<file path="config.mk">
export PLATFORM = sky130hd
export DESIGN_NAME = btn_debounce_sync_flat
export DESIGN_NICKNAME = d
export VERILOG_FILES = /design/src/rtl/btn_debounce_sync_if.sv /design/src/rtl/btn_debounce_sync.sv /design/src/flat_wrapper.sv
export SDC_FILE = /design/constraint.sdc
export NUM_CORES = 1
export LEC_CHECK = 0
export BUFFER_PORTS_ARGS = -buffer_cell sky130_fd_sc_hd__buf_4
export CAP_MARGIN = 10
export CORE_MARGIN = 1.5
export CORE_UTILIZATION = 45
export DETAILED_ROUTE_END_ITERATION = 8
export PLACE_DENSITY = 0.67
export SLEW_MARGIN = 20
export SYNTH_ARGS = -nofsm -noshare
export SYNTH_HDL_FRONTEND = slang
export SYNTH_SLANG_ARGS = --single-unit
</file>
<file path="constraint.sdc">
create_clock -name clk -period 2.2 [get_ports clk]
set_clock_uncertainty 0.15 [all_clocks]
set_input_delay 0.11 -clock clk [delete_from_list [all_inputs] [get_ports clk]]
set_output_delay 0.11 -clock clk [all_outputs]
set_load 0.02 [all_outputs]
</file>
<file path="src/rtl/btn_debounce_sync_if.sv">
// -----------------------------------------------------------------------------
// btn_debounce_sync_if
//
// Purpose
//   Bundles the button-conditioner signals so the panel logic and the
//   conditioner agree on one set of widths.
//
// Signals (WIDTH = number of button channels)
//   btn       raw button pins, asynchronous to any clock
//   btn_db    debounced level, 1 = pressed (registered in the conditioner)
//   btn_hold  long-press flag, 1 = held long enough (registered)
//
// Modports
//   master  the side that owns the pins and consumes the conditioned levels
//   slave   the conditioner itself
//
// There is no valid/ready handshake here: btn is a free-running level and
// btn_db / btn_hold are levels that are valid on every clock once out of reset.
// -----------------------------------------------------------------------------
interface btn_debounce_sync_if #(
    parameter int WIDTH = 1
);
    logic [WIDTH-1:0] btn;
    logic [WIDTH-1:0] btn_db;
    logic [WIDTH-1:0] btn_hold;

    modport master (
        output btn,
        input  btn_db,
        input  btn_hold
    );

    modport slave (
        input  btn,
        output btn_db,
        output btn_hold
    );
endinterface

</file>
<file path="src/rtl/btn_debounce_sync.sv">
// -----------------------------------------------------------------------------
// btn_debounce_sync
//
// Purpose
//   Multi-channel push-button conditioner for the clock front panel.
//   Each channel is synchronised into clk with a two-flop chain, filtered for
//   contact bounce with its own stability counter, and flagged as a long press
//   once the debounced level has stayed high long enough.
//   btn_db is a level meant for a downstream one-shot edge detector; btn_hold
//   drives fast-advance in the time-set logic.
//
// Parameters
//   WIDTH            number of independent button channels
//   DEBOUNCE_CYCLES  clocks the synchronised input must differ from btn_db,
//                    without interruption, before btn_db follows it (>= 2)
//   HOLD_CYCLES      clocks btn_db must stay 1 before btn_hold asserts (>= 1)
//   ACTIVE_LOW       1 = a pressed pin reads 0; pins are inverted before the
//                    synchroniser so everything downstream is active-high
//
// Ports
//   clk    system clock
//   rst_n  asynchronous active-low reset; clears every flop to 0
//   bus    slave modport of btn_debounce_sync_if:
//            bus.btn       raw pins in
//            bus.btn_db    debounced level out (registered)
//            bus.btn_hold  long-press flag out (registered)
//
// Timing (press and release are symmetric)
//   A new pin level captured into the first sync flop at edge 0 reaches the
//   second flop at edge 1, then needs DEBOUNCE_CYCLES-1 further disagreeing
//   edges to reach the terminal count, so btn_db changes at edge
//   DEBOUNCE_CYCLES+1. btn_hold rises HOLD_CYCLES edges after btn_db rises and
//   falls on the edge after btn_db falls.
// -----------------------------------------------------------------------------
module btn_debounce_sync #(
    parameter int WIDTH           = 1,
    parameter int DEBOUNCE_CYCLES = 500000,
    parameter int HOLD_CYCLES     = 50000000,
    parameter bit ACTIVE_LOW      = 1'b0
) (
    input logic               clk,
    input logic               rst_n,
    btn_debounce_sync_if.slave bus
);

    // Debounce counter only has to reach DEBOUNCE_CYCLES-1.
    localparam int DW = $clog2(DEBOUNCE_CYCLES);
    // Hold counter reaches HOLD_CYCLES-1; the +1 keeps at least one bit when
    // HOLD_CYCLES == 1.
    localparam int HW = $clog2(HOLD_CYCLES + 1);

    localparam logic [DW-1:0] DCNT_LAST = DW'(DEBOUNCE_CYCLES - 1);
    localparam logic [HW-1:0] HCNT_LAST = HW'(HOLD_CYCLES - 1);

    // -------------------------------------------------------------------------
    // State
    // -------------------------------------------------------------------------
    logic [WIDTH-1:0] s1_q,   s1_d;     // first synchroniser stage
    logic [WIDTH-1:0] s2_q,   s2_d;     // second stage, only consumer of pins
    logic [DW-1:0]    dcnt_q [WIDTH];   // per-channel stability counter
    logic [DW-1:0]    dcnt_d [WIDTH];
    logic [WIDTH-1:0] db_q,   db_d;     // debounced level
    logic [HW-1:0]    hcnt_q [WIDTH];   // per-channel hold counter
    logic [HW-1:0]    hcnt_d [WIDTH];
    logic [WIDTH-1:0] hold_q, hold_d;   // long-press flag

    // Pin polarity is normalised before the synchroniser, so the reset value
    // of the chain (all zeros) means "released" for either polarity.
    logic [WIDTH-1:0] pin_norm;

    // -------------------------------------------------------------------------
    // Next-state logic
    // -------------------------------------------------------------------------
    always_comb begin
        pin_norm = ACTIVE_LOW ? ~bus.btn : bus.btn;

        s1_d   = pin_norm;
        s2_d   = s1_q;
        db_d   = db_q;
        hold_d = hold_q;

        for (int i = 0; i < WIDTH; i++) begin
            dcnt_d[i] = dcnt_q[i];
            hcnt_d[i] = hcnt_q[i];

            // Debounce: any cycle where the input agrees with the current
            // output restarts the window, so a glitch shorter than the window
            // never gets through and never leaves a partial count behind.
            if (s2_q[i] == db_q[i]) begin
                dcnt_d[i] = '0;
            end else if (dcnt_q[i] == DCNT_LAST) begin
                db_d[i]   = s2_q[i];
                dcnt_d[i] = '0;
            end else begin
                dcnt_d[i] = dcnt_q[i] + DW'(1);
            end

            // Hold detect works on the registered debounced level, which is
            // why btn_hold drops one edge after btn_db does.
            if (!db_q[i]) begin
                hcnt_d[i] = '0;
                hold_d[i] = 1'b0;
            end else if (hcnt_q[i] == HCNT_LAST) begin
                // Saturate here: the counter parks at the terminal value for
                // as long as the button stays down.
                hold_d[i] = 1'b1;
            end else begin
                hcnt_d[i] = hcnt_q[i] + HW'(1);
            end
        end
    end

    // -------------------------------------------------------------------------
    // Registers
    // -------------------------------------------------------------------------
    always_ff @(posedge clk or negedge rst_n) begin
        if (!rst_n) begin
            s1_q   <= '0;
            s2_q   <= '0;
            db_q   <= '0;
            hold_q <= '0;
            for (int i = 0; i < WIDTH; i++) begin
                dcnt_q[i] <= '0;
                hcnt_q[i] <= '0;
            end
        end else begin
            s1_q   <= s1_d;
            s2_q   <= s2_d;
            db_q   <= db_d;
            hold_q <= hold_d;
            for (int i = 0; i < WIDTH; i++) begin
                dcnt_q[i] <= dcnt_d[i];
                hcnt_q[i] <= hcnt_d[i];
            end
        end
    end

    // -------------------------------------------------------------------------
    // Outputs come straight from flops.
    // -------------------------------------------------------------------------
    assign bus.btn_db   = db_q;
    assign bus.btn_hold = hold_q;

endmodule

</file>
<file path="src/flat_wrapper.sv">
// flat-port wrapper written by rule: the top's interface ports become plain ports
module btn_debounce_sync_flat 
#(
    parameter int WIDTH           = 1,
    parameter int DEBOUNCE_CYCLES = 500000,
    parameter int HOLD_CYCLES     = 50000000,
    parameter bit ACTIVE_LOW      = 1'b0
)
  (clk, rst_n, bus_btn, bus_btn_db, bus_btn_hold);
  btn_debounce_sync_if #(.WIDTH(WIDTH)) bus_i ();
  input logic clk;
  input logic rst_n;
  input wire logic [$bits(bus_i.btn)-1:0] bus_btn;
  output wire logic [$bits(bus_i.btn_db)-1:0] bus_btn_db;
  output wire logic [$bits(bus_i.btn_hold)-1:0] bus_btn_hold;
  assign bus_i.btn = bus_btn;
  assign bus_btn_db = bus_i.btn_db;
  assign bus_btn_hold = bus_i.btn_hold;
  btn_debounce_sync #(.WIDTH(WIDTH), .DEBOUNCE_CYCLES(DEBOUNCE_CYCLES), .HOLD_CYCLES(HOLD_CYCLES), .ACTIVE_LOW(ACTIVE_LOW)) u_core (.clk(clk), .rst_n(rst_n), .bus(bus_i));
endmodule
</file>
==> flow_metrics.tcl, run 1 <==
set metrics [dict create \
    outcome "completed" \
    wl_per_cell_um 14.22 \
    synth_top_area_frac 0.4696 \
    dr_wl_met2_um 2497 \
    yosysTopAreaCell "dfrtp_1" \
    yosysUniqueCellTypes 42 \
    gp_routability_congestion 0.8179 \
    grt_pass1_vias 2105 \
    cts-htree-levels 2 \
    diodes 0 \
    antenna_found_initial 0 \
    r2r_start "u_core.dcnt_q[9]" \
    placed_cells 349 \
    rsz0062_at_grt "false" \
    synth_fp_nets 278 \
    drt_first_pass_iters 4 \
    clock_path_buffers 2 \
    ctsHoldBuffers 2 \
    drtIter0Drc 134 \
    cts_root_buf "clkbuf_8" \
    multi_input_area_um2 1313 \
    crit_arrival_ns 2.15 \
    p_leak_nw 1.099 \
    fp.dieH_um 79.18 \
    finalSetupTns_ns 0 \
    pwr-share-seq 0.602 \
    setup_slack_ns 0.09080 \
    critPathKind "register to register" \
    cts_resized 0 \
    hold_path.class "input pin to async pin" \
    initial_core_util 0.4713 \
    ant_nets 0 \
    fmax_ghz 0.4741 \
    ys_warn_count 0 \
    num_io_pins 5 \
    synth-edff-count 0 \
    clkSlewWorstSetupHoldPaths_ns 0.10 \
    ys_seq_elements 49 \
    synth_ff_type "dfrtp_1" \
    dp_hpwl_um 3526 \
    dr_total_vias 2012 \
    grt_usage 0.1908 \
    dieArea_um2 6269 \
    slew_violations 0 \
    worst_setup_path_start_kind "register" \
    port-buffer-count 4 \
    startpoint "u_core.dcnt_q[9]" \
    fillCellCount 534 \
    avgSynthCellArea_um2 9.565 \
    die_w_um 79.18 \
    cts_num_sinks 49 \
    yosys-top-cells-area "dfrtp_1 47%, mux2i_1 4.2%, xor2_1 4.0%, nand2_1 3.9%, a21oi_1 3.8%" \
    post-place-ws_ns 0.1030 \
    final_nets 291 \
    p_clk_frac 0.371 \
    finalCriticalPeriod_ns 2.109 \
    num_rows 27 \
    drive_above_1_share 0.1080 \
    ff_latch_area_um2 1226 \
    numCtsBuffers 5 \
    slew_headroom 0.5975 \
    critPathMaxStageDelay_ns 0.52 \
    ys_seq_area_frac 0.4696 \
    crit_chain "or4_1 > or4_4 > nor2_1 > mux2_2" \
    hold_viol 0 \
    dpl-instance-area_um2 2760 \
    powerDensity_nw_per_um2 526.6 \
    route.met3.wl_um 129 \
    syn_area_um2 2611 \
    grt_start_max_net_pins 50 \
    slowest_stage "or4_1" \
    combPwrFrac 0.027 \
    coreArea_um2 5540 \
    intPower_w 0.001174 \
    cp-end-kind "register" \
    ir_worst_vdd_mv 0.3037 \
    setup_viol_count_final 0 \
    design_area_um2 2877 \
    switching_power_w 0.0003407 \
    drc 0 \
    fin_cells 359 \
    synthArstFlopShare 1.000 \
    post_cts_buffers 0 \
    netSwitchingFraction 0.2250 \
    syn_inst 273 \
    required_ns 2.24 \
    crit_fanout 4 \
    final_util 0.5192 \
    syn_to_final_growth_pct 10.16 \
    overflow 0 \
    avgViaCountPerCell 5.604 \
    maxCapViolations 0 \
    dr.max_layer_used "met4" \
    cp.buffers_inverters 0 \
    fin_crit_sh 0.9587 \
    cts_tree "yes" \
    grt_first_pass_wirelength_um 9528 \
    wirelength_um 5104 \
    path_delay_family "simple AND/OR/NAND/NOR gates" \
    worstMarginPinSlew_ns 0.6038 \
    met1_length_um 2434 \
    clk_latency_ns 0.30 \
]
==> synth_stat cells (3+ instances only) <==
cell      instances
nand2b_1         11
or3_1             6
o21ai_0           6
mux2i_1          11
nand4_1          12
nand3_1          19
xor2_1           12
a21oi_1          20
o31ai_1           5
or4_1             7
xnor2_1           6
nor3_1            5
nor4_1            6
and3_1            5
dfrtp_1          49
nor2_1           22
nand2_1          27
and4_1            3
clkbuf_1          5
inv_1             7
==> layer usage <==
metal,up-vias,GRT usage
met2,22,0.3265
met5,-,0
li1,1007,-
met1,978,0.2487
met3,5,0.03103
met4,0,0.05439
==> power groups by stage <==
stage	combinational, W	clock [W]	sequential (W)
floorplan	0.0000152	0	0.000929
global placement	0.0000395	0	0.000930
detailed placement	0.0000398	0	0.000930
CTS	0.0000427	0.000582	0.000912
global route	0.0000492	0.000628	0.000913
finish	0.0000406	0.000562	0.000912
==> per-stage QoR <==
stage	total power, W	hold slack (ns)
finish	0.001515	0.1973
global route	0.001590	0.2350
CTS	0.001537	0.2066
detailed placement	0.0009695	0.01481
global placement	0.0009693	0.01903
floorplan	0.0009441	-0.3356
==> registers in the layout, indices dropped and copies added (netlist names) <==
register and count:
u_core.s2_q 1, u_core.bus.btn_db 1, u_core.s1_q 1, u_core.bus.btn_hold 1, u_core.hcnt_q 26, u_core.dcnt_q 19
==> cell type report <==
type,instances,area share
clock buffer,6,0.02871
clock inverter,2,0.004785
inverter,7,0.009134
multi-input combinational,207,0.4563
sequential,49,0.4263
tap,72,0.03132
timing repair buffer,16,0.04350
==> path summary, 6_finish.rpt <==
kind | endpoint | slack, ns | cells past startpoint
setup / recovery | u_core.bus.btn_db | 0.09 | 4
hold reg to reg | u_core.s2_q | 0.21 | 0
hold / removal | u_core.hcnt_q[10] | 0.20 | 2
min in group clk | u_core.s2_q | 0.21 | 0
max in group asynchronous | u_core.dcnt_q[15] | 1.29 | 2
setup reg to reg | u_core.bus.btn_db | 0.09 | 4
==> kinds of logic (layout without fill, tap and decap cells) <==
family,Yosys count,after routing,synth area share
and+or+nand+nor,137,137,0.2942
xor gates and xnor gates,18,18,0.06037
buffers and inverters,17,31,0.03019
AOI/OAI and AO/OA,38,38,0.08961
adders and majority gates,2,2,0.009582
DFF,49,49,0.4696
muxes,12,12,0.04648
==> layout by cell type (no fill, tap or decap), types with 3 or more instances in the layout <==
cell type,n
dfrtp_1,49
and4_1,3
nor4_1,5
inv_1,7
or3_1,6
o31ai_1,5
mux2i_1,11
or4_1,7
xnor2_1,6
xor2_1,12
nand2_1,27
nor2_1,22
o21ai_0,6
a21oi_1,20
nand3_1,19
nand4_1,12
nor3_1,5
nand2b_1,11
and3_1,5
clkbuf_8,6
buf_4,14
Power figures use the tool's default switching activity.
==> run 2: changes to the inputs <==
--- a/config.mk
+++ b/config.mk
@@ -7,10 +7,10 @@
 export LEC_CHECK = 0
 export BUFFER_PORTS_ARGS = -buffer_cell sky130_fd_sc_hd__buf_4
 export CAP_MARGIN = 10
-export CORE_MARGIN = 1.5
-export CORE_UTILIZATION = 45
+export CORE_MARGIN = 2
+export CORE_UTILIZATION = 59
 export DETAILED_ROUTE_END_ITERATION = 8
-export PLACE_DENSITY = 0.67
+export PLACE_DENSITY = 0.83
 export SLEW_MARGIN = 20
 export SYNTH_ARGS = -nofsm -noshare
 export SYNTH_HDL_FRONTEND = slang
==> flow_metrics.tcl, run 2 (synthesized netlist as in run 1, its figures left out) <==
set metrics [dict create \
    crit_arrival_ns 2.12 \
    drtIter0Drc 170 \
    cts_num_sinks 49 \
    setup_viol_count_final 0 \
    final_common_cell "dfrtp_1" \
    multi_input_area_um2 1306 \
    wirelength_um 5068 \
    clk_latency_ns 0.30 \
    drive_above_1_share 0.1010 \
    outcome "completed" \
    regMostFlops "u_core.hcnt_q" \
    drt_first_pass_iters 4 \
    syn_to_final_growth_pct 9.727 \
    final_cell_mix "49 x dfrtp_1, 27 x nand2_1, 22 x nor2_1" \
    crit_fanout 4 \
    grt.busiest_layer "met2" \
    biggestRegsByFlops "u_core.hcnt_q (26), u_core.dcnt_q (19)" \
    drc 0 \
    grt_usage 0.2282 \
    pwr-share-seq 0.564 \
    num_rows 24 \
    diodes 0 \
    netSwitchingFraction 0.2021 \
    combPwrFrac 0.025 \
    hold_viol 0 \
    clkSlewWorstSetupHoldPaths_ns 0.08 \
    switching_power_w 0.0003266 \
    slew_violations 0 \
    avgViaCountPerCell 6.150 \
    clock_path_buffers 2 \
    cp-end-kind "register" \
    dieArea_um2 4974 \
    p_clk_frac 0.410 \
    coreArea_um2 4294 \
    grt_pass1_vias 2071 \
    use_met2 0.3931 \
    fillCellCount 355 \
    finalCriticalPeriod_ns 2.080 \
    num_io_pins 5 \
    final_util 0.6672 \
    largest_reg_flops 26 \
    numCtsBuffers 5 \
    cts-htree-levels 2 \
    powerDensity_nw_per_um2 564.0 \
    worstMarginPinSlew_ns 0.6016 \
    initial_core_util 0.6081 \
    required_ns 2.24 \
    fin_crit_sh 0.9456 \
    p_leak_nw 1.106 \
    intPower_w 0.001290 \
    total_power_w 0.001616 \
    fmax_ghz 0.4807 \
    ff_latch_area_um2 1226 \
    slew_headroom 0.5989 \
    maxCapViolations 0 \
    grt_first_pass_wirelength_um 9142 \
    rsz0062_at_grt "false" \
    worst_setup_path_start_kind "register" \
    dr_total_vias 2085 \
    die_w_um 70.53 \
    final_nets 291 \
    finalSetupTns_ns 0 \
    grt_start_max_net_pins 50 \
    ir_worst_vdd_mv 0.4345 \
    gp_routability_congestion 0.8548 \
    overflow 0 \
    use_met3 0.04329 \
    fp.dieH_um 70.53 \
    hold_path.class "register to register" \
    grt_use_met1 0.2834 \
    cts_tree "yes" \
    critPathKind "register to register" \
    cts_root_buf "clkbuf_8" \
    port-buffer-count 4 \
    ant_nets 0 \
    cts_resized 0 \
    wl_per_cell_um 14.95 \
    dp_hpwl_um 3515 \
    antenna_found_initial 0 \
]
run 2: cell types whose count changed in the layout (fill, tap and decap cells not counted):
cell       change
nor4_1         +1
nor4_2         -1
clkinv_2       -1
bufinv_16      +1
clkinv_4       -1
clkbuf_1       +1
run 2: worst paths after layout:
check,depth (start not counted),end,slack [ns],startpoint
max,4,u_core.bus.btn_db,0.12,u_core.dcnt_q[9]
min,0,u_core.s2_q,0.20,u_core.s1_q
max reg2reg,4,u_core.bus.btn_db,0.12,u_core.dcnt_q[9]
min reg2reg,0,u_core.s2_q,0.20,u_core.s1_q
max in group asynchronous,2,u_core.dcnt_q[11],1.29,rst_n
min in group asynchronous,2,u_core.hcnt_q[17],0.21,rst_n
run 2: routing by layer:
metal,share of wire,wire [um],vias up
li1,-,-,1021
met1,0.45,2272,1022
met2,0.51,2578,31
met3,0.022,114,11
met4,0.021,104,0
met5,0,0,-
run 2: power groups by stage:
stage	logic (W)	registers (W)	clock network, W
3_5_place_dp	0.0000396	0.000930	0
3_3_place_gp	0.0000379	0.000930	0
5_1_grt	0.0000484	0.000913	0.000716
6_report	0.0000411	0.000912	0.000663
4_1_cts	0.0000425	0.000912	0.000676
2_1_floorplan	0.0000152	0.000929	0
run 2: stage by stage:
stage	hold slack, ns	cells	area [um^2]	setup slack [ns]
floorplan	-0.3356	273	2611	0.1664
global placement	0.002122	329	2729	0.1514
detailed placement	0.007124	329	2729	0.1268
CTS	0.2097	339	2865	0.1235
global route	0.2270	339	2865	0.05618
finish	0.2047	339	2865	0.1197
run 2: timing repair:
action,in CTS,in global routing
endpoints found under the setup margin,0,0
buffers inserted,0,0
hold endpoints to repair,50,0
hold buffers,2,0
run 2: final cells by class:
type,count,share of cell area
Sequential cell,49,0.4279
Inverter,7,0.009170
Clock buffer,7,0.03013
Clock inverter,1,0.01048
Multi-Input combinational cell,207,0.4559
Tap cell,52,0.02271
Timing Repair Buffer,16,0.04367
run 2: critical path, stage by stage, from the launching register on:
cell	delay, ns
dfrtp_1	0.42
or4_1	0.52
or4_4	0.45
nor2_1	0.11
mux2_2	0.33
